===== src/rtl/delay_line_seq_pkg.sv =====
// delay_line_seq_pkg: shared sequencer states, sizes and window-tag helper
package delay_line_seq_pkg;
  localparam int K = 3;
  localparam int COL_W = 10;
  localparam int WORD_W = 8;
  localparam logic [COL_W-1:0] KM1 = COL_W'(K - 1);
  typedef enum logic [1:0] {SEQ_IDLE, SEQ_CLEAR, SEQ_RUN, SEQ_DRAIN} seq_state_t;
  // stride 2 keeps only windows whose top-left offset from K-1 is even in both axes
  function automatic logic win_tag(input logic [COL_W-1:0] row, input logic [COL_W-1:0] col,
                                   input logic stride2);
    return row >= KM1 && col >= KM1 && (!stride2 || (row[0] == KM1[0] && col[0] == KM1[0]));
  endfunction
endpackage


===== src/rtl/delay_line_seq_if.sv =====
// delay_line_seq_if: input stream handshake and delay-line control/tag bundle
interface delay_line_seq_if;
  import delay_line_seq_pkg::*;
  logic s_valid;
  logic s_ready;
  logic m_ready;
  logic dl_en;
  logic [WORD_W-1:0] dl_depth;
  logic dl_rst;
  logic win_valid;
  logic win_last;
  modport master (output s_valid, m_ready,
                  input s_ready, dl_en, dl_depth, dl_rst, win_valid, win_last);
  modport slave (input s_valid, m_ready,
                 output s_ready, dl_en, dl_depth, dl_rst, win_valid, win_last);
endinterface


===== src/rtl/delay_line_seq_pos_counter.sv =====
// delay_line_seq_pos_counter: cascaded word/col/row position counter with wrap flags
module delay_line_seq_pos_counter
  import delay_line_seq_pkg::*;
(
  input  logic             clk,
  input  logic             rst_n,
  input  logic             clr,
  input  logic             adv,
  input  logic [WORD_W-1:0] word_max,
  input  logic [COL_W-1:0]  col_max,
  input  logic [COL_W-1:0]  row_max,
  output logic [COL_W-1:0]  col,
  output logic [COL_W-1:0]  row,
  output logic             word_last,
  output logic             col_last,
  output logic             row_last
);
  logic [WORD_W-1:0] word;
  assign word_last = word == word_max;
  assign col_last = col == col_max;
  assign row_last = row == row_max;
  always_ff @(posedge clk or negedge rst_n)
    if (!rst_n) begin
      word <= '0;
      col <= '0;
      row <= '0;
    end else if (clr) begin
      word <= '0;
      col <= '0;
      row <= '0;
    end else if (adv) begin
      word <= word_last ? '0 : word + 1'b1;
      if (word_last) col <= col_last ? '0 : col + 1'b1;
      if (word_last && col_last) row <= row_last ? '0 : row + 1'b1;
    end
endmodule


===== src/rtl/delay_line_seq.sv =====
// delay_line_seq: tile sequencer driving shared delay-line enable/depth/clear
// and tagging beats that complete a KxK window (stride 1 or 2).
module delay_line_seq
  import delay_line_seq_pkg::*;
(
  input  logic              clk,
  input  logic              rst_n,
  input  logic              cfg_start,
  input  logic [COL_W-1:0]  cfg_width,
  input  logic [COL_W-1:0]  cfg_height,
  input  logic [WORD_W-1:0] cfg_cin_words,
  input  logic              cfg_stride2,
  delay_line_seq_if.slave   io,
  output logic              busy,
  output logic              done,
  output logic              cfg_err
);
  seq_state_t state, state_nxt;
  logic [WORD_W-1:0] depth, word_max;
  logic [COL_W-1:0] col_max, row_max, col, row;
  logic stride2, word_last, col_last, row_last;
  logic accept, tile_last, bad_cfg, tag, rst_q, wv, wl;
  assign bad_cfg = cfg_cin_words == '0 || cfg_width < COL_W'(K) || cfg_height < COL_W'(K);
  assign io.s_ready = state == SEQ_RUN && io.m_ready;
  assign accept = io.s_ready && io.s_valid;
  assign io.dl_en = accept;
  assign io.dl_depth = depth;
  assign io.dl_rst = rst_q;
  assign io.win_valid = wv;
  assign io.win_last = wl;
  assign tile_last = word_last && col_last && row_last;
  assign tag = win_tag(row, col, stride2);
  always_comb
    state_nxt = state == SEQ_IDLE  ? (cfg_start && !bad_cfg ? SEQ_CLEAR : SEQ_IDLE) :
                state == SEQ_CLEAR ? SEQ_RUN :
                state == SEQ_RUN   ? (accept && tile_last ? SEQ_DRAIN : SEQ_RUN) :
                                     SEQ_IDLE;
  // wrap limits are stored as cfg-1 so the counters compare directly
  always_ff @(posedge clk or negedge rst_n)
    if (!rst_n) begin
      state <= SEQ_IDLE;
      depth <= '0;
      word_max <= '0;
      col_max <= '0;
      row_max <= '0;
      stride2 <= 1'b0;
      cfg_err <= 1'b0;
      busy <= 1'b0;
      done <= 1'b0;
      rst_q <= 1'b0;
      wv <= 1'b0;
      wl <= 1'b0;
    end else begin
      state <= state_nxt;
      busy <= state_nxt != SEQ_IDLE;
      done <= state_nxt == SEQ_DRAIN;
      rst_q <= state_nxt == SEQ_CLEAR;
      wv <= accept && tag;
      wl <= accept && tag && tile_last;
      if (state == SEQ_IDLE && cfg_start) begin
        cfg_err <= bad_cfg;
        if (!bad_cfg) begin
          depth <= cfg_cin_words;
          word_max <= cfg_cin_words - 1'b1;
          col_max <= cfg_width - 1'b1;
          row_max <= cfg_height - 1'b1;
          stride2 <= cfg_stride2;
        end
      end
    end
  delay_line_seq_pos_counter u_pos (
    .clk(clk),
    .rst_n(rst_n),
    .clr(state == SEQ_CLEAR),
    .adv(accept),
    .word_max(word_max),
    .col_max(col_max),
    .row_max(row_max),
    .col(col),
    .row(row),
    .word_last(word_last),
    .col_last(col_last),
    .row_last(row_last)
  );
endmodule


===== src/flat_wrapper.sv =====
// flat-port wrapper written by rule: the top's interface ports become plain ports
module delay_line_seq_flat import delay_line_seq_pkg::*;
  (clk, rst_n, cfg_start, cfg_width, cfg_height, cfg_cin_words, cfg_stride2, busy, done, cfg_err, io_s_valid, io_m_ready, io_s_ready, io_dl_en, io_dl_depth, io_dl_rst, io_win_valid, io_win_last);
  delay_line_seq_if io_i ();
  input  logic clk;
  input  logic rst_n;
  input  logic cfg_start;
  input  logic [COL_W-1:0] cfg_width;
  input  logic [COL_W-1:0] cfg_height;
  input  logic [WORD_W-1:0] cfg_cin_words;
  input  logic cfg_stride2;
  output logic busy;
  output logic done;
  output logic cfg_err;
  input wire logic [$bits(io_i.s_valid)-1:0] io_s_valid;
  input wire logic [$bits(io_i.m_ready)-1:0] io_m_ready;
  output wire logic [$bits(io_i.s_ready)-1:0] io_s_ready;
  output wire logic [$bits(io_i.dl_en)-1:0] io_dl_en;
  output wire logic [$bits(io_i.dl_depth)-1:0] io_dl_depth;
  output wire logic [$bits(io_i.dl_rst)-1:0] io_dl_rst;
  output wire logic [$bits(io_i.win_valid)-1:0] io_win_valid;
  output wire logic [$bits(io_i.win_last)-1:0] io_win_last;
  assign io_i.s_valid = io_s_valid;
  assign io_i.m_ready = io_m_ready;
  assign io_s_ready = io_i.s_ready;
  assign io_dl_en = io_i.dl_en;
  assign io_dl_depth = io_i.dl_depth;
  assign io_dl_rst = io_i.dl_rst;
  assign io_win_valid = io_i.win_valid;
  assign io_win_last = io_i.win_last;
  delay_line_seq u_core (.clk(clk), .rst_n(rst_n), .cfg_start(cfg_start), .cfg_width(cfg_width), .cfg_height(cfg_height), .cfg_cin_words(cfg_cin_words), .cfg_stride2(cfg_stride2), .io(io_i), .busy(busy), .done(done), .cfg_err(cfg_err));
endmodule

===== config.mk =====
export PLATFORM = sky130hd
export DESIGN_NAME = delay_line_seq_flat
export DESIGN_NICKNAME = d
export VERILOG_FILES = /design/src/rtl/delay_line_seq_pkg.sv /design/src/rtl/delay_line_seq_if.sv /design/src/rtl/delay_line_seq_pos_counter.sv /design/src/rtl/delay_line_seq.sv /design/src/flat_wrapper.sv
export SDC_FILE = /design/constraint.sdc
export NUM_CORES = 1
export LEC_CHECK = 0
export CORE_AREA = 8 8 106 108
export DETAILED_ROUTE_END_ITERATION = 7
export DIE_AREA = 0 0 114 116
export PLACE_DENSITY = 0.69
export SLEW_MARGIN = 20
export SYNTH_ARGS = -nofsm -noshare
export SYNTH_HDL_FRONTEND = slang
export SYNTH_SLANG_ARGS = --single-unit

===== constraint.sdc =====
create_clock -name clk -period 2.6 [get_ports clk]
set_input_delay 0.65 -clock clk [delete_from_list [all_inputs] [get_ports clk]]
set_output_delay 0.65 -clock clk [all_outputs]
set_load 0.02 [all_outputs]

==> qor.yml, run 1 <==
final_layout:
  total_inserted_antenna_cells: 0
  final.fill_count: 882
  post_route_cells_drive_above_1_share_pct: 13.7
  nNetsFinal: 540
  syn2layout_area_growth_pct: 23.2
  postLayoutCoreUtil_pct: 54.3
min_path:
  holdCritPathClass: "input pin to async pin"
pwr:
  swShare_pct: 37.6
  intPower_w: 0.00305
  leakagePower_nw: 2.24
  p_switching_w: 0.00184
  share_seq_of_total_power_pct: 40.2
  power.density_cell_area_mw_per_mm2: 943
  max-vdd-ir-drop_uv: 531
  fin_total_pwr_w: 0.00489
  clk_pwr_share_pct: 20.3
  gate_power_share_pct: 39.5
clock_network:
  cts_hold_repair.buffers: 0
  path_clk_slew_ps: 80
  tritoncts.num_buffers: 9
  cts-resized-gates: 1
  cts_tree: "yes"
  htree_num_levels: 3
  clock_insertion_delay_worst_skew_ps: 350
  max-clock-path-buffers: 2
  cts_setup_buffers: 0
  clock-sinks: 73
  root_cell_of_the_clock_tree: "clkbuf_8"
outcome:
  outcome: "finished clean"
timing:
  setup-violations-final: 0
  drv_slew: 0
  timing.final.crit_period_ps: 2500
  max_freq_mhz: 399
  finalClockSkew_ps: 8.43
  tightestPinTransition_ps: 684
  final.period_utilization_pct: 96.3
  rsz0062_at_grt: "no"
  report.final.hold_viol_count: 0
  timing.slew.headroom_pct: 54.4
job:
  timing.max_cap.violations: 0
synthesis:
  ys_ff_latch: 73
  syn_nets: 471
  synth.avg_cell_area_um2: 9.95
  synth_cells: 423
  netlist_area_mm2: 0.00421
  synthArstFlopShare_pct: 100
  number_of_flops_mapped_to_enable_cells_by_yosys: 0
  synthFlopType: "dfrtp_1"
  unique_cell_type_count_in_the_yosys_netlist: 57
  yosysWarningCount: 0
  synth_sequential_area_ratio_pct: 43.4
floorplanning:
  initial_util_pct: 44.1
  chipHeight_um: 116
  num_io_pins: 50
  fp.dieArea_mm2: 0.0132
  dieWidth_um: 114
  design.core.area_mm2: 0.00955
  std_cell_rows: 36
route:
  routed_via_density: 5.26
  num_vias: 3315
  postRouteWirelength_um: 9420
  detail-route-antenna-nets: 0
  drt-pass1-iter-count: 4
  route.detailed.wl_per_inst_um: 14.9
  drc_errors: 0
  detail_route.iter0.violations: 168
placement:
  hpwlAfterDp_um: 7340
  placement.io_buffers: 49
  routabilityCongestion: 0.877
worst_setup_path:
  critical_path_required_ps: 1950
  worst-setup-path-type: "input pin to output pin"
  path_cells: "clkdlybuf4s50_1 -> and2_1 -> clkdlybuf4s50_1"
  critical_path.most_common_cell: "clkdlybuf4s50_1"
  timing.critical_path.arrival_ps: 1850
  timing.critical_path.slowest_stage_cell: "clkdlybuf4s50_1"
  crit_family: "buffers and inverters"
  timing.critical_path.fanout_max: 2
  timing.critical_path.slowest_cell_delay_ps: 610
  crit_path_end_kind: "output pin"
  critPathBufInv: 2
  worstSetupStartpointType: "input pin"
global_routing:
  antenna_found_initial: 0
  largest_net_degree_at_the_start_of_global_routing: 35
  overflow: 0
  total_routing_usage_gr_pct: 15.5
  grt_pass1_wl_um: 16300
  first_global_vias: 3326
[Yosys cell counts, types with 2 or more instances]
master	n	area (um2)
nand3_1	13	65.1
nor3_1	16	80.1
xnor2_4	2	55.1
o211ai_1	8	60.1
nor2b_1	7	43.8
nand4_1	2	12.5
inv_1	13	48.8
buf_2	4	20.0
a31oi_1	3	18.8
a22o_1	14	123
and4_1	2	17.5
and3_1	10	62.6
xnor2_2	2	32.5
nor4_1	12	75.1
xnor2_1	27	236
dfrtp_1	73	1830
o31ai_1	4	30.0
buf_6	3	33.8
a41oi_1	2	17.5
clkbuf_1	4	15.0
nand2_1	53	199
o2bb2a_1	3	30.0
nor2_1	25	93.8
nand2b_1	3	18.8
o21ai_0	40	200
ha_1	14	175
or4b_1	2	20.0
xor2_1	17	149
mux2_2	9	101
a21oi_1	9	45.0
[routing by layer]
layer	up-vias	GRT usage, %	wire, um
li1	1656	-	-
met1	1571	19.8	4380
met2	74	24.2	4310
met3	14	2.76	463
met4	0	8.87	259
met5	-	0	0
[registers in the layout, summed over array words and instances, names as in the netlist]
signal and count:
u_core.io.dl_depth 8, u_core.done 1, u_core.state 2, u_core.row_max 10
u_core.col_max 10, u_core.u_pos.word 8, u_core.u_pos.row 10, u_core.cfg_err 1
u_core.io.win_last 1, u_core.io.win_valid 1, u_core.word_max 8, u_core.io.dl_rst 1
u_core.busy 1, u_core.u_pos.col 10, u_core.stride2 1
[stage by stage]
step | hold WS, ps | cell area (um2) | instances | TNS, ps | setup WS, ps
CTS | 302 | 5180 | 630 | 0 | 100
finish | 309 | 5180 | 630 | 0 | 95.2
detailed placement | 474 | 4960 | 614 | -29.7 | -23.1
global placement | 468 | 4960 | 614 | -23.7 | -23.7
global route | 335 | 5180 | 630 | 0 | 66.8
floorplan | 354 | 4210 | 423 | 0 | 490
[cell type report]
| class | count | area [um2] | area share, % |
|---|---|---|---|
| multi-input combinational | 323 | 2250 | 43.4 |
| sequential | 73 | 1830 | 35.2 |
| timing repair buffer | 71 | 662 | 12.8 |
| tap | 133 | 166 | 3.21 |
| clock buffer | 10 | 138 | 2.66 |
| clock inverter | 6 | 91.3 | 1.76 |
| inverter | 14 | 52.6 | 1.01 |
[power by group through the flow]
stage | logic [W] | clock network, W | registers, W
after global placement | 0.00189 | 0 | 0.00197
final | 0.00193 | 0.000991 | 0.00197
after floorplan | 0.00130 | 0 | 0.00197
after detailed placement | 0.00195 | 0 | 0.00199
after global routing | 0.00216 | 0.00107 | 0.00203
after CTS | 0.00195 | 0.00102 | 0.00197
[logic make-up after synthesis]
kind of cell	after synthesis	share of synthesized area, %
fa+ha+maj	14	4.16
compound gates	95	16.0
flops	73	43.4
xor+xnor	48	11.2
mux	10	2.76
buf+inv	27	3.42
simple gates	156	19.0
[worst register-to-register path: cells and delay by family (launching register included)]
kind | cells | cell delay, ps
AO/OA/AOI/OAI | 2 | 580
buffers and inverters | 3 | 490
AND/OR/NAND/NOR | 3 | 400
flip-flops | 1 | 380
adder cells (fa/ha/maj) | 1 | 150
[path summary, 6_finish.rpt]
path	startpoint	cells past startpoint	to	slack, ps
setup / recovery	io_m_ready	3	io_s_ready	100
max in group asynchronous	rst_n	2	u_core.u_pos.word[3]$_DFFE_PN0P_	1500
hold reg to reg	u_core.io.dl_depth[0]$_DFFE_PN0P_	2	u_core.io.dl_depth[0]$_DFFE_PN0P_	490
setup reg to reg	u_core.state[0]$_DFF_PN0_	9	u_core.u_pos.col[8]$_DFFE_PN0P_	500
min in group clk	u_core.io.dl_depth[0]$_DFFE_PN0P_	2	u_core.io.dl_depth[0]$_DFFE_PN0P_	490
hold / removal	rst_n	1	u_core.io.dl_depth[2]$_DFFE_PN0P_	310
[layout by cell type, fill, tap and decap left out, types with 2 or more instances in the layout]
master	synthesis	final
nor3_1	16	16
nor4_1	12	12
bufinv_16	0	2
xnor2_1	27	27
nand4_1	2	2
ha_1	14	14
dfrtp_1	73	73
a31oi_1	3	3
a21oi_1	9	9
xor2_1	17	17
mux2_2	9	9
and4_1	2	2
and3_1	10	10
o211ai_1	8	8
clkinv_4	0	3
nand2b_1	3	3
o21ai_0	40	40
inv_1	13	13
buf_4	1	21
nor2_1	25	25
a22o_1	14	14
nor2b_1	7	7
xnor2_2	2	2
clkdlybuf4s50_1	0	47
or4b_1	2	2
a41oi_1	2	2
o31ai_1	4	4
xnor2_4	2	2
nand2_1	53	53
clkbuf_8	0	10
nand3_1	13	13
o2bb2a_1	3	3
No activity file was read; power rests on OpenSTA's default activity.
==> run 2, diff against run 1 <==
--- a/config.mk
+++ b/config.mk
@@ -5,10 +5,11 @@
 export SDC_FILE = /design/constraint.sdc
 export NUM_CORES = 1
 export LEC_CHECK = 0
-export CORE_AREA = 8 8 106 108
+export ABC_AREA = 1
+export CORE_AREA = 8 8 110 112
 export DETAILED_ROUTE_END_ITERATION = 7
-export DIE_AREA = 0 0 114 116
-export PLACE_DENSITY = 0.69
+export DIE_AREA = 0 0 118 120
+export PLACE_DENSITY = 0.65
 export SLEW_MARGIN = 20
 export SYNTH_ARGS = -nofsm -noshare
 export SYNTH_HDL_FRONTEND = slang
==> run 2 against run 1 <==
Compared with the run above: core utilization down 2.8 points; sequential share of layout area down 1.5 points; first-iteration DRC count up 27%; cell count up 28%; clock-buffer cell count unchanged; critical path type unchanged; largest cell class unchanged; highest routed layer unchanged.
==> qor.yml, run 2 <==
worst_setup_path:
  timing.critical_path.arrival_ps: 1740
  crit_family: "buffers and inverters"
  timing.critical_path.slowest_stage_cell: "clkdlybuf4s50_1"
  critPathBufInv: 4
  worst_r2r_path_depth: 9
  worst-setup-path-type: "input pin to output pin"
  path_cells: "clkdlybuf4s50_1 -> nand2_1 -> inv_2 -> nand2_2 -> inv_1 -> dlygate4sd2_1"
  timing.critical_path.slowest_cell_delay_ps: 450
  timing.critical_path.fanout_max: 2
  crit_path_end_kind: "output pin"
  worst-path-stages: 6
  worstSetupStartpointType: "input pin"
  critical_path_required_ps: 1950
synthesis:
  syn_nets: 657
  synth_largest_type_area_fraction_pct: 40.1
  synth_sequential_area_ratio_pct: 40.1
  unique_cell_type_count_in_the_yosys_netlist: 35
  ys_ff_latch: 73
  synthArstFlopShare_pct: 100
  yosysWarningCount: 0
  top_post_synthesis_cells_by_area: "dfrtp_1 (40%), nand2_1 (16%), xor2_1 (5.4%)"
  synth.avg_cell_area_um2: 7.48
  netlist.top_cell.by_area: "dfrtp_1"
  synth_cells: 609
  synth.most_common_cell: "nand2_1"
  synth_common_cells: "nand2_1 (196), dfrtp_1 (73), inv_1 (52), nor2_1 (49)"
  netlist_area_mm2: 0.00455
  number_of_flops_mapped_to_enable_cells_by_yosys: 0
  synthFlopType: "dfrtp_1"
pwr:
  power.density_cell_area_mw_per_mm2: 845
  gate_power_share_pct: 39.9
  swShare_pct: 40.0
  max-vdd-ir-drop_uv: 494
  share_seq_of_total_power_pct: 40.5
  clk_pwr_share_pct: 19.7
  intPower_w: 0.00274
  leakagePower_nw: 2.65
  p_switching_w: 0.00183
min_path:
  holdCritPathClass: "input pin to async pin"
placement:
  hpwlAfterDp_um: 8040
  routabilityCongestion: 0.861
  placement.io_buffers: 49
  dp_slack_ps: -79.4
clock_network:
  clock_insertion_delay_worst_skew_ps: 350
  cts_tree: "yes"
  path_clk_slew_ps: 80
  clock-sinks: 73
  max-clock-path-buffers: 2
  tritoncts.num_buffers: 9
  htree_num_levels: 3
  root_cell_of_the_clock_tree: "clkbuf_8"
  cts_setup_buffers: 0
global_routing:
  first_global_vias: 3777
  grt_pass1_wl_um: 17700
  largest_net_degree_at_the_start_of_global_routing: 51
  overflow: 0
  antenna_found_initial: 0
  total_routing_usage_gr_pct: 15.1
timing:
  setup-violations-final: 0
  max_freq_mhz: 418
  finalHoldWorstSlack_ps: 273
  timing.slew.headroom_pct: 64.4
  tightestPinTransition_ps: 534
  finalClockSkew_ps: 15.6
  timing.final.crit_period_ps: 2390
  fin_ws_ps: 209
  report.final.hold_viol_count: 0
  drv_slew: 0
  setup_total_negative_slack_ps: 0
  rsz0062_at_grt: "no"
  final.period_utilization_pct: 92.0
final_layout:
  postLayoutCoreUtil_pct: 51.5
  syn2layout_area_growth_pct: 18.8
  total_inserted_antenna_cells: 0
  nNetsFinal: 711
  area.sequential_mm2: 0.00183
  post_route_cells_drive_above_1_share_pct: 12.1
  final.fill_count: 996
  layout_commonest_cell: "nand2_1"
  commonest_cells_after_routing_fill_and_taps_aside: "nand2_1 (196), dfrtp_1 (73), inv_1 (52), nor2_1 (49), clkdlybuf4s50_1 (46)"
  multi_input_comb_area_mm2: 0.00235
floorplanning:
  std_cell_rows: 38
  dieWidth_um: 118
  design.core.area_mm2: 0.0105
  fp.dieArea_mm2: 0.0142
  num_io_pins: 50
  initial_util_pct: 43.3
  chipHeight_um: 120
outcome:
  outcome: "finished clean"
route:
  postRouteWirelength_um: 10400
  route.detailed.wl_per_inst_um: 12.8
  num_vias: 3976
  detail-route-antenna-nets: 0
  routed_via_density: 4.92
  drt-pass1-iter-count: 4
  detail_route.iter0.violations: 214
  drc_errors: 0
job:
  timing.max_cap.violations: 0
==> run 2: cell types whose count changed in the layout (fill, tap and decap cells not counted), moves of 18 or more <==
cell     previous run  this run
nor2_1             25        49
nand2_1            53       196
o21ai_0            40        15
o21ai_1             0        28
inv_2               1        19
inv_1              13        52
==> run 2: path summary, 6_finish.rpt <==
check,start,end,slack [ps]
worst max-delay path,io_m_ready,io_dl_en,210
max in group asynchronous,rst_n,u_core.u_pos.row[5]$_DFFE_PN0P_,1690
worst max register to register,u_core.state[1]$_DFF_PN0_,u_core.u_pos.row[1]$_DFFE_PN0P_,530
worst min-delay path,rst_n,u_core.u_pos.word[7]$_DFFE_PN0P_,270
min in group clk,u_core.stride2$_DFFE_PN0P_,u_core.stride2$_DFFE_PN0P_,480
worst min register to register,u_core.stride2$_DFFE_PN0P_,u_core.stride2$_DFFE_PN0P_,480
==> run 2: power by group through the flow <==
stage               clock network (W)  logic, W  registers [W]
detailed placement                  0   0.00184        0.00187
finish                       0.000898   0.00182        0.00185
global route                 0.000978   0.00208        0.00190
global placement                    0   0.00179        0.00186
floorplan                           0   0.00118        0.00188
CTS                          0.000922   0.00185        0.00185
==> run 2: final cells by class <==
type	instances	area share [%]
Multi-Input combinational cell	446	43.4
Sequential cell	73	33.8
Timing Repair Buffer	61	10.9
Inverter	72	5.00
Tap cell	140	3.24
Clock buffer	10	2.54
Clock inverter	6	1.06
==> run 2: metal layers <==
| layer | routed length (um) | global-route usage (%) |
|---|---|---|
| met3 | 527 | 2.77 |
| met5 | 0 | 0 |
| met4 | 166 | 6.00 |
| met2 | 4730 | 24.6 |
| met1 | 4950 | 19.6 |
==> run 2: what timing repair did <==
item / in CTS / in global routing
endpoints found under the setup margin: 1 / 1
hold buffers: 0 / 0
gates resized for setup: 1 / 1
pin swaps: 0 / 0
==> run 2: kinds of logic after synthesis <==
group           Yosys count  synth area share [%]
fa+ha+maj                14                  3.85
buf+inv                  90                  8.30
xor+xnor                 41                  7.88
compound gates           64                  8.32
simple gates            327                  31.5
flops                    73                  40.1
==> run 2: per-stage QoR <==
step	std cells	area, um2	power (W)
6_report	808	5410	0.00457
5_1_grt	808	5410	0.00495
4_1_cts	808	5410	0.00462
3_5_place_dp	792	5210	0.00371
3_3_place_gp	792	5210	0.00364
2_1_floorplan	609	4550	0.00306
